**config.mk**
```make
export PLATFORM = sky130hd
export DESIGN_NAME = display_bcd_formatter_flat
export DESIGN_NICKNAME = d
export VERILOG_FILES = /design/src/rtl/display_bcd_formatter_pkg.sv /design/src/rtl/display_bcd_formatter_if.sv /design/src/rtl/display_bcd_formatter_bcd_digit_adj.sv /design/src/rtl/display_bcd_formatter.sv /design/src/flat_wrapper.sv
export SDC_FILE = /design/constraint.sdc
export NUM_CORES = 1
export LEC_CHECK = 0
export CAP_MARGIN = 5
export CORE_MARGIN = 5
export CORE_UTILIZATION = 35
export CTS_CLUSTER_DIAMETER = 50
export DETAILED_ROUTE_END_ITERATION = 7
export HOLD_SLACK_MARGIN = 0.05
export PLACE_DENSITY = 0.6
export SLEW_MARGIN = 0
export SYNTH_ARGS = -nofsm -noshare
export SYNTH_HDL_FRONTEND = slang
export SYNTH_SLANG_ARGS = --single-unit
```
**constraint.sdc**
```tcl
create_clock -name clk -period 1.88 [get_ports clk]
set_clock_uncertainty 0.1 [all_clocks]
set_input_delay 0.282 -clock clk [delete_from_list [all_inputs] [get_ports clk]]
set_output_delay 0.282 -clock clk [all_outputs]
set_load 0.02 [all_outputs]
```
**src/rtl/display_bcd_formatter_pkg.sv**
```systemverilog
// Shared definitions for the display BCD formatter.
// Contents: digit count, decimal range limit, segment patterns, FSM state
// type, BCD digit type and a helper that locates the most significant
// nonzero BCD digit.
package display_pkg;

  localparam int          DIGITS    = 8;
  localparam int unsigned MAX_DEC   = 32'd99_999_999;
  localparam logic [6:0]  SEG_DASH  = 7'h40;
  localparam logic [6:0]  SEG_BLANK = 7'h00;

  typedef enum logic [1:0] {
    IDLE    = 2'd0,
    CONVERT = 2'd1,
    LOAD    = 2'd2
  } state_e;

  typedef logic [3:0] bcd_digit_t;

  // Index of the highest nonzero digit; 0 when the whole word is zero.
  function automatic logic [2:0] msd_index(input logic [31:0] bcd);
    logic [2:0] idx;
    idx = 3'd0;
    for (int i = 0; i < DIGITS; i++) begin
      if (bcd[4*i +: 4] != 4'd0) begin
        idx = 3'(i);
      end else begin
        idx = idx;
      end
    end
    return idx;
  endfunction

endpackage

```
**src/rtl/display_bcd_formatter_if.sv**
```systemverilog
// Request/result bundle between a producer and the display BCD formatter.
// Producer side (master): start, value, dp.
// Formatter side (slave): busy, done, overflow, dis_data, dis_mode.
interface display_bcd_formatter_if #(
  parameter int BIN_W = 27
);
  logic             start;
  logic [BIN_W-1:0] value;
  logic [7:0]       dp;
  logic             busy;
  logic             done;
  logic             overflow;
  logic [63:0]      dis_data;
  logic [7:0]       dis_mode;

  modport master (
    output start, value, dp,
    input  busy, done, overflow, dis_data, dis_mode
  );

  modport slave (
    input  start, value, dp,
    output busy, done, overflow, dis_data, dis_mode
  );
endinterface

```
**src/rtl/display_bcd_formatter_bcd_digit_adj.sv**
```systemverilog
// Double-dabble digit correction: a BCD digit of 5 or more gets +3 so the
// following left shift carries correctly into the next decimal digit.
// Ports: digit_i - BCD digit before shift; digit_o - corrected digit.
module bcd_digit_adj
  import display_pkg::*;
(
  input  bcd_digit_t digit_i,
  output bcd_digit_t digit_o
);

  // Conditional add-3 correction
  always_comb begin
    digit_o = digit_i;
    if (digit_i >= 4'd5) begin
      digit_o = digit_i + 4'd3;
    end else begin
      digit_o = digit_i;
    end
  end

endmodule

```
**src/rtl/display_bcd_formatter.sv**
```systemverilog
// Binary-to-display formatter for an 8-digit 7-segment driver.
// Converts value to 8 BCD digits one bit per clock (double dabble), then
// packs digits, decimal points and blanking into dis_data/dis_mode.
// Values above 99,999,999 show a row of dashes and raise overflow.
// Ports: clk, reset (synchronous, active-high), bus (slave modport:
//   start/value/dp in; busy/done/overflow/dis_data/dis_mode out).
// Optional feature: define DISPLAY_BCD_LZB_EN for leading-zero blanking;
//   without it all eight digits are always shown.
module display_bcd_formatter
  import display_pkg::*;
#(
  parameter int BIN_W = 27
) (
  input logic                    clk,
  input logic                    reset,
  display_bcd_formatter_if.slave bus
);

  localparam int CW = $clog2(BIN_W);

  state_e           state_q;
  logic [BIN_W-1:0] shift_q;
  logic [31:0]      bcd_q;
  logic [CW-1:0]    cnt_q;
  logic [7:0]       dp_q;
  logic             ovf_flag_q;
  logic             busy_q;
  logic             done_q;
  logic             overflow_q;
  logic [63:0]      dis_data_q;
  logic [7:0]       dis_mode_q;

  logic [31:0]         bcd_adj_s;
  logic [31+BIN_W:0]   shifted_s;
  logic                over_s;
  logic [63:0]         dis_data_d;
  logic [7:0]          dis_mode_d;

  for (genvar g = 0; g < DIGITS; g++) begin : g_adj
    bcd_digit_adj u_adj (
      .digit_i (bcd_q[4*g +: 4]),
      .digit_o (bcd_adj_s[4*g +: 4])
    );
  end

  // Corrected BCD and remaining binary bits move left together.
  assign shifted_s = {bcd_adj_s, shift_q} << 1;
  assign over_s    = 64'(bus.value) > 64'(MAX_DEC);

  // Build the display word from the finished BCD register
  always_comb begin
    dis_data_d = 64'h0;
    dis_mode_d = 8'h00;
    if (ovf_flag_q) begin
      for (int i = 0; i < DIGITS; i++) begin
        dis_data_d[8*i +: 8] = {dp_q[i], SEG_DASH};
      end
      dis_mode_d = 8'h00;
    end else begin
`ifdef DISPLAY_BCD_LZB_EN
      for (int i = 0; i < DIGITS; i++) begin
        // Digit 0 is always shown so a zero value reads "0".
        if (i == 0 || 3'(i) <= msd_index(bcd_q)) begin
          dis_data_d[8*i +: 8] = {dp_q[i], 3'b000, bcd_q[4*i +: 4]};
          dis_mode_d[i]        = 1'b1;
        end else begin
          dis_data_d[8*i +: 8] = {dp_q[i], SEG_BLANK};
          dis_mode_d[i]        = 1'b0;
        end
      end
`else
      for (int i = 0; i < DIGITS; i++) begin
        dis_data_d[8*i +: 8] = {dp_q[i], 3'b000, bcd_q[4*i +: 4]};
      end
      dis_mode_d = 8'hFF;
`endif
    end
  end

  // Control FSM, conversion datapath and registered outputs
  always_ff @(posedge clk) begin
    if (reset) begin
      state_q    <= IDLE;
      shift_q    <= '0;
      bcd_q      <= 32'h0;
      cnt_q      <= '0;
      dp_q       <= 8'h00;
      ovf_flag_q <= 1'b0;
      busy_q     <= 1'b0;
      done_q     <= 1'b0;
      overflow_q <= 1'b0;
      dis_data_q <= 64'h0;
      dis_mode_q <= 8'h00;
    end else begin
      done_q <= 1'b0;
      case (state_q)
        IDLE: begin
          if (bus.start) begin
            shift_q    <= bus.value;
            dp_q       <= bus.dp;
            bcd_q      <= 32'h0;
            cnt_q      <= CW'(BIN_W - 1);
            ovf_flag_q <= over_s;
            busy_q     <= 1'b1;
            // Out-of-range values skip conversion and go straight to dashes.
            state_q    <= over_s ? LOAD : CONVERT;
          end else begin
            state_q <= IDLE;
          end
        end
        CONVERT: begin
          bcd_q   <= shifted_s[31+BIN_W:BIN_W];
          shift_q <= shifted_s[BIN_W-1:0];
          if (cnt_q == '0) begin
            state_q <= LOAD;
          end else begin
            cnt_q <= cnt_q - 1'b1;
          end
        end
        LOAD: begin
          dis_data_q <= dis_data_d;
          dis_mode_q <= dis_mode_d;
          overflow_q <= ovf_flag_q;
          done_q     <= 1'b1;
          busy_q     <= 1'b0;
          state_q    <= IDLE;
        end
        default: begin
          state_q <= IDLE;
          busy_q  <= 1'b0;
        end
      endcase
    end
  end

  assign bus.busy     = busy_q;
  assign bus.done     = done_q;
  assign bus.overflow = overflow_q;
  assign bus.dis_data = dis_data_q;
  assign bus.dis_mode = dis_mode_q;

endmodule

```
**src/flat_wrapper.sv**
```systemverilog
// flat-port wrapper written by rule: the top's interface ports become plain ports
module display_bcd_formatter_flat import display_pkg::*;
#(
  parameter int BIN_W = 27
)
  (clk, reset, bus_start, bus_value, bus_dp, bus_busy, bus_done, bus_overflow, bus_dis_data, bus_dis_mode);
  display_bcd_formatter_if #(.BIN_W(BIN_W)) bus_i ();
  input logic clk;
  input logic reset;
  input wire logic [$bits(bus_i.start)-1:0] bus_start;
  input wire logic [$bits(bus_i.value)-1:0] bus_value;
  input wire logic [$bits(bus_i.dp)-1:0] bus_dp;
  output wire logic [$bits(bus_i.busy)-1:0] bus_busy;
  output wire logic [$bits(bus_i.done)-1:0] bus_done;
  output wire logic [$bits(bus_i.overflow)-1:0] bus_overflow;
  output wire logic [$bits(bus_i.dis_data)-1:0] bus_dis_data;
  output wire logic [$bits(bus_i.dis_mode)-1:0] bus_dis_mode;
  assign bus_i.start = bus_start;
  assign bus_i.value = bus_value;
  assign bus_i.dp = bus_dp;
  assign bus_busy = bus_i.busy;
  assign bus_done = bus_i.done;
  assign bus_overflow = bus_i.overflow;
  assign bus_dis_data = bus_i.dis_data;
  assign bus_dis_mode = bus_i.dis_mode;
  display_bcd_formatter #(.BIN_W(BIN_W)) u_core (.clk(clk), .reset(reset), .bus(bus_i));
endmodule
```
# Yosys cells after proc, flatten, opt, wreduce, memory -nomap -nowiden
# Index checks and enable logic that the tools add are counted.
# word_totals
latchBits	0
ramBits	0
register_bits	150
mem_bits_ro	0
wordCells	66
output_inout_bits	75
n_memories	0
# op_classes
mul	0
reduce_logical	7
div	0
n_eq_ne	5
magnitude_cmp	9
add_sub_neg	9
bitwise_logic	1
mux	24
shifts	0
# ops
op	count
$pmux 32 s2	1
$mux 63	1
$pmux 27 s2	1
$ge 4x3->1 const B	8
$mux 32	1
$add 4x2->4 const B	7
$mux 4	7
$gt 27x27->1 const B	1
$mux 27	1
$mux 5	2
$pmux 5 s2	1
$mux 8	1
$mux 2	3
$reduce_and 2->1	3
$logic_not 5->1	1
$sub 5x1->5 const B	1
$ne 2x2->1 const B	2
$pmux 2 s2	1
$add 3x2->3 const B	1
$mux 3	1
$reduce_and 3->1	1
$eq 2x1->1 const B	1
$eq 2x2->1 const B	1
$logic_not 2->1	1
other kinds (5)	6

# Depth between registers and ports, before layout
# logic_depth
word_depth	4
ltp_mapped	7
ltp_nobuf	6

# By module
# A second synthesis with hierarchy kept.
# unflattened
cells_unflattened	728
area_unflattened_um2	5768.0
# modules_own_cells
mod	n_inst	cells_each	seq_area_each_um2	area_each_um2
display_bcd_formatter	1	600	2382.3	4957.3
bcd_digit_adj	8	16	0.0	101.3

# Worst setup path before layout
# No wires, ideal clock.
# synth_path
path_kind	reg-to-reg
start	reg u_core.cnt_q[0]
end	reg u_core.cnt_q[1]
path_buffers	1
required_time_ns	1.648
period_less_slack_ns	1.650
t_arrival_ns	1.418
stages_incl_launch_ff	8
setup_slack_ns	0.230
cell_sequence	dfxtp_1 > inv_1 > ha_1 > or4b_4 > buf_6 > a21oi_4 > a21o_1 > a21oi_2
# synth_between
elab_chain_cells	3
# synth_lines
element	line_no	rtl
from (decl)	display_bcd_formatter.sv:24	logic [CW-1:0] cnt_q;
from (signal assigned)	display_bcd_formatter.sv:102	cnt_q <= CW'(BIN_W - 1);
from (signal assigned)	display_bcd_formatter.sv:117	cnt_q <= cnt_q - 1'b1;
$sub 5x1->5 / $logic_not 5->1 (equally long branches)	display_bcd_formatter.sv:117, display_bcd_formatter.sv:114	
$mux 5 / $ne 2x2->1 (equally long branches)	-	
$pmux 5 s2 / $reduce_and 3->1 (equally long branches)	-	
# Several ways; a longest one is shown, not always the timed one. The select of a mux whose other input is x is not followed.
# A chain may end at the register's enable or synchronous reset.

# Worst setup path after layout
# layout_path
start	reg u_core.busy_q, in the netlist u_core.bus.busy
end	out bus_busy
# layout_lines
element	line_no	rtl
from (decl)	display_bcd_formatter.sv:27	logic busy_q;
from (signal assigned)	display_bcd_formatter.sv:89	busy_q <= 1'b0;
from (signal assigned)	display_bcd_formatter.sv:104	busy_q <= 1'b1;
from (signal assigned)	display_bcd_formatter.sv:125	busy_q <= 1'b0;
to (decl)	flat_wrapper.sv:13	output wire logic [$bits(bus_i.busy)-1:0] bus_busy;
# No word-level cell between the ends.

==> impl_metrics.csv <==
group,metric,value,unit
detailed_routing,met2_length,6317,um
sta,worst_pin_slew,1.058,ns
placed_design,finalWeightedCongestion,0.8053,
logic_synthesis,synth_warnings,0,
die,pin_count,113,
finish,design_area,6995,um2
global_routing,gr-total-overflow,0,
detailed_routing,highest_layer,"met4",
min_path,min_path_type,"input port to flop",
sta,setup_tns,0,ns
finish,drive_gt1_share,8.750,%
logic_synthesis,yosysTopAreaCell,"dfxtp_1",
global_routing,grt_pass1_wl,21080,um
clock_tree,htree_levels,4,
logic_synthesis,ys_async_sr_fraction,0,%
sta,finalSetupViolations,0,
finish,areaGrowthSynthToFinish,29.06,%
logic_synthesis,synth_area_leaders,"dfxtp_1, a21oi_1, buf_4",
power,peakVddDrop,0.0006357,V
clock_tree,cts.reportedPaths.clkPinSlew,0.05,ns
clock_tree,clock_sinks,119,
clock_tree,cts_root_buffer,"clkbuf_16",
worst_setup_path,cp_max_fo,2,
worst_setup_path,crit_slowest_cell,"clkdlybuf4s50_1",
worst_setup_path,crit_path_end_kind,"primary output",
sta,min_period,1.790,ns
logic_synthesis,avgSynthCellArea,8.576,um2
die,die-area,18080,um2
clock_tree,hold_buffers,0,
detailed_routing,wl_met1,5527,um
sta,fin_crit_sh,95.19,%
worst_setup_path,cp-start-kind,"flop",
finish,diodes,0,
worst_setup_path,worstPathArrival,1.41,ns
detailed_routing,dr_total_vias,4603,
global_routing,antenna_found_initial,0,
clock_tree,ctsResizeCount,17,
clock_tree,cts_tree,"done",
clock_tree,post_cts_buffers,0,
min_path,hp-start,"reset",
die,die_y,134.4,um
die,row_count,45,
worst_setup_path,timing.critical_path.required,1.50,ns
global_routing,grt_pass1_vias,4521,
finish,nets,765,
placed_design,dp.final_hpwl,8778,um
worst_setup_path,crit_family,"buffers and inverters",
global_routing,grt_max_degree,73,
clock_tree,max-clock-path-buffers,2,
detailed_routing,drc,0,
clock_tree,cts_buffers,17,
die,start_util,35.65,%
worst_setup_path,r2r-start,"u_core.cnt_q[0]",
logic_synthesis,synth_edf_count,0,
sta,maxSlewViolCount,0,
sta,clock.fmax,558.8,MHz
worst_setup_path,crit_type,"flop to primary output",
detailed_routing,first_pass_iters,4,
power,p_leak,2.674,nW
logic_synthesis,ys_types,48,
detailed_routing,drt_iter0_drc,230,
logic_synthesis,netlist_area,5420,um2
die,coreArea,15200,um2
worst_setup_path,cp_cell_sequence,"clkdlybuf4s50_1",
logic_synthesis,yosysTopAreaCellShare,43.95,%
global_routing,grtUsageTotal,14.29,%
die,die_w,134.4,um
detailed_routing,avgRoutedWirePerCell,13.95,um
placed_design,portBuffers,96,
detailed_routing,routed_wl,12670,um
sta,finalHoldViolations,0,
power,powerDensity,984.6,nW/um2
sta,rsz0062_at_grt,"no",
flow_run,max_cap_viol_count,0,
worst_setup_path,startpoint,"u_core.bus.busy",
detailed_routing,wl_met3,687,um
logic_synthesis,seq_area_frac_synth,43.95,%
logic_synthesis,synth_flop_cell,"dfxtp_1",
logic_synthesis,synth_seq_cells,119,
outcome,status,"completed",
detailed_routing,ant_nets,0,
detailed_routing,viasPerCell,5.069,
clock_tree,clk_latency,0.41,ns
sta,slew_headroom,29.24,%
worst_setup_path,critPathMaxStageDelay,0.64,ns
worst_setup_path,path_buf_inv,1,
logic_synthesis,synth_cells,632,
placed_design,place_area,6430,um2
worst min-delay path: cells and delay by family:
family / cells / cell delay, ns
buf+inv: 2 / 0.36
simple gates: 1 / 0.13
power by group:
| group | leakage [nW] | internal [mW] | total [mW] | switching, mW |
|---|---|---|---|---|
| sequential | 0.968 | 2.67 | 2.76 | 0.0869 |
| clock | 0.287 | 2.15 | 3.18 | 1.03 |
| combinational | 1.42 | 0.383 | 0.955 | 0.572 |
flip-flops by register name, indices dropped and copies added (netlist names):
signal and flops:
u_core.cnt_q 5, u_core.shift_q 27, u_core.bus.dis_data 41, u_core.bus.done 1, u_core.ovf_flag_q 1, u_core.bcd_q 32, u_core.bus.dis_mode 1, u_core.state_q 2
u_core.dp_q 8, u_core.bus.busy 1
cell type report:
| type | count | area (um2) |
|---|---|---|
| timing repair buffer | 117 | 1120 |
| multi-input combinational | 414 | 2521 |
| clock inverter | 2 | 60.06 |
| clock buffer | 28 | 526.8 |
| fill | 1479 | 8207 |
| inverter | 40 | 150.1 |
| sequential | 119 | 2382 |
| tap | 188 | 235.2 |
metrics by stage:
| stage | utilization (%) | hold slack (ns) | power, mW | setup slack, ns | cells |
|---|---|---|---|---|---|
| after global routing | 46.02 | 0.3120 | 7.208 | 0.03861 | 908 |
| after CTS | 46.02 | 0.2743 | 6.982 | 0.07022 | 908 |
| after detailed placement | 42.30 | 0.3485 | 3.778 | -0.06101 | 878 |
| after floorplan | - | 0.3180 | 3.488 | 0.2297 | 647 |
| after global placement | 42.30 | 0.3460 | 3.752 | 0.02844 | 878 |
| final | 46.02 | 0.3057 | 6.888 | 0.09041 | 908 |
synthesized netlist by cell type, types with 2 or more instances:
cell type  number
inv_2           2
nor3b_1        16
buf_2          16
nand3_1        13
nor2_2          2
a22o_1         16
or3_1           7
a21oi_2         2
nand2_2         2
ha_1           18
clkbuf_1       22
inv_1          38
nand4_1         2
xor2_1         10
a21o_1          2
a211oi_1       10
a21oi_1        76
o21ai_1         8
nor3_1         26
xnor2_1         8
buf_4          32
mux2i_1         8
o22ai_1        26
dfxtp_1       119
nand2b_1       10
a22oi_1         2
o21ai_0         7
nor2_1         50
nand2_1        44
buf_1           3
a221oi_1       18
routing by layer:
layer	vias up	GRT usage, %
met2	104	23.80
met5	-	0
met1	2172	16.83
met4	0	6.109
li1	2315	-
met3	12	4.764
worst paths after layout:
path / end / slack [ns] / depth (start not counted)
min: u_core.shift_q[0] / 0.31 / 3
min reg2reg: u_core.bus.dis_data[47] / 0.35 / 2
max: bus_busy / 0.09 / 1
max reg2reg: u_core.cnt_q[4] / 0.12 / 6
layout by cell type, fill, tap and decap left out, drive strengths merged, types with 17 or more instances in the layout:
| cell | Yosys | routed |
|---|---|---|
| a21oi | 79 | 79 |
| a221oi | 18 | 18 |
| buf | 52 | 22 |
| clkbuf | 22 | 28 |
| clkdlybuf4s50 | 0 | 78 |
| dfxtp | 119 | 119 |
| dlygate4sd2 | 0 | 17 |
| ha | 18 | 18 |
| inv | 40 | 40 |
| nand2 | 46 | 46 |
| nor2 | 53 | 53 |
| nor3 | 26 | 26 |
| nor3b | 17 | 17 |
| o22ai | 26 | 26 |
cell families (layout without fill, tap and decap cells):
kind of cell	after synthesis	in the layout	share of synthesized area, %
and+or+nand+nor	180	180	16.41
muxes	8	8	1.477
DFF	119	119	43.95
buffers and inverters	114	187	10.62
xor gates and xnor gates	18	18	2.909
AOI/OAI and AO/OA	174	174	20.41
other	1	16	0.06919
adders and majority gates	18	18	4.155
Power figures use the tool's default switching activity.
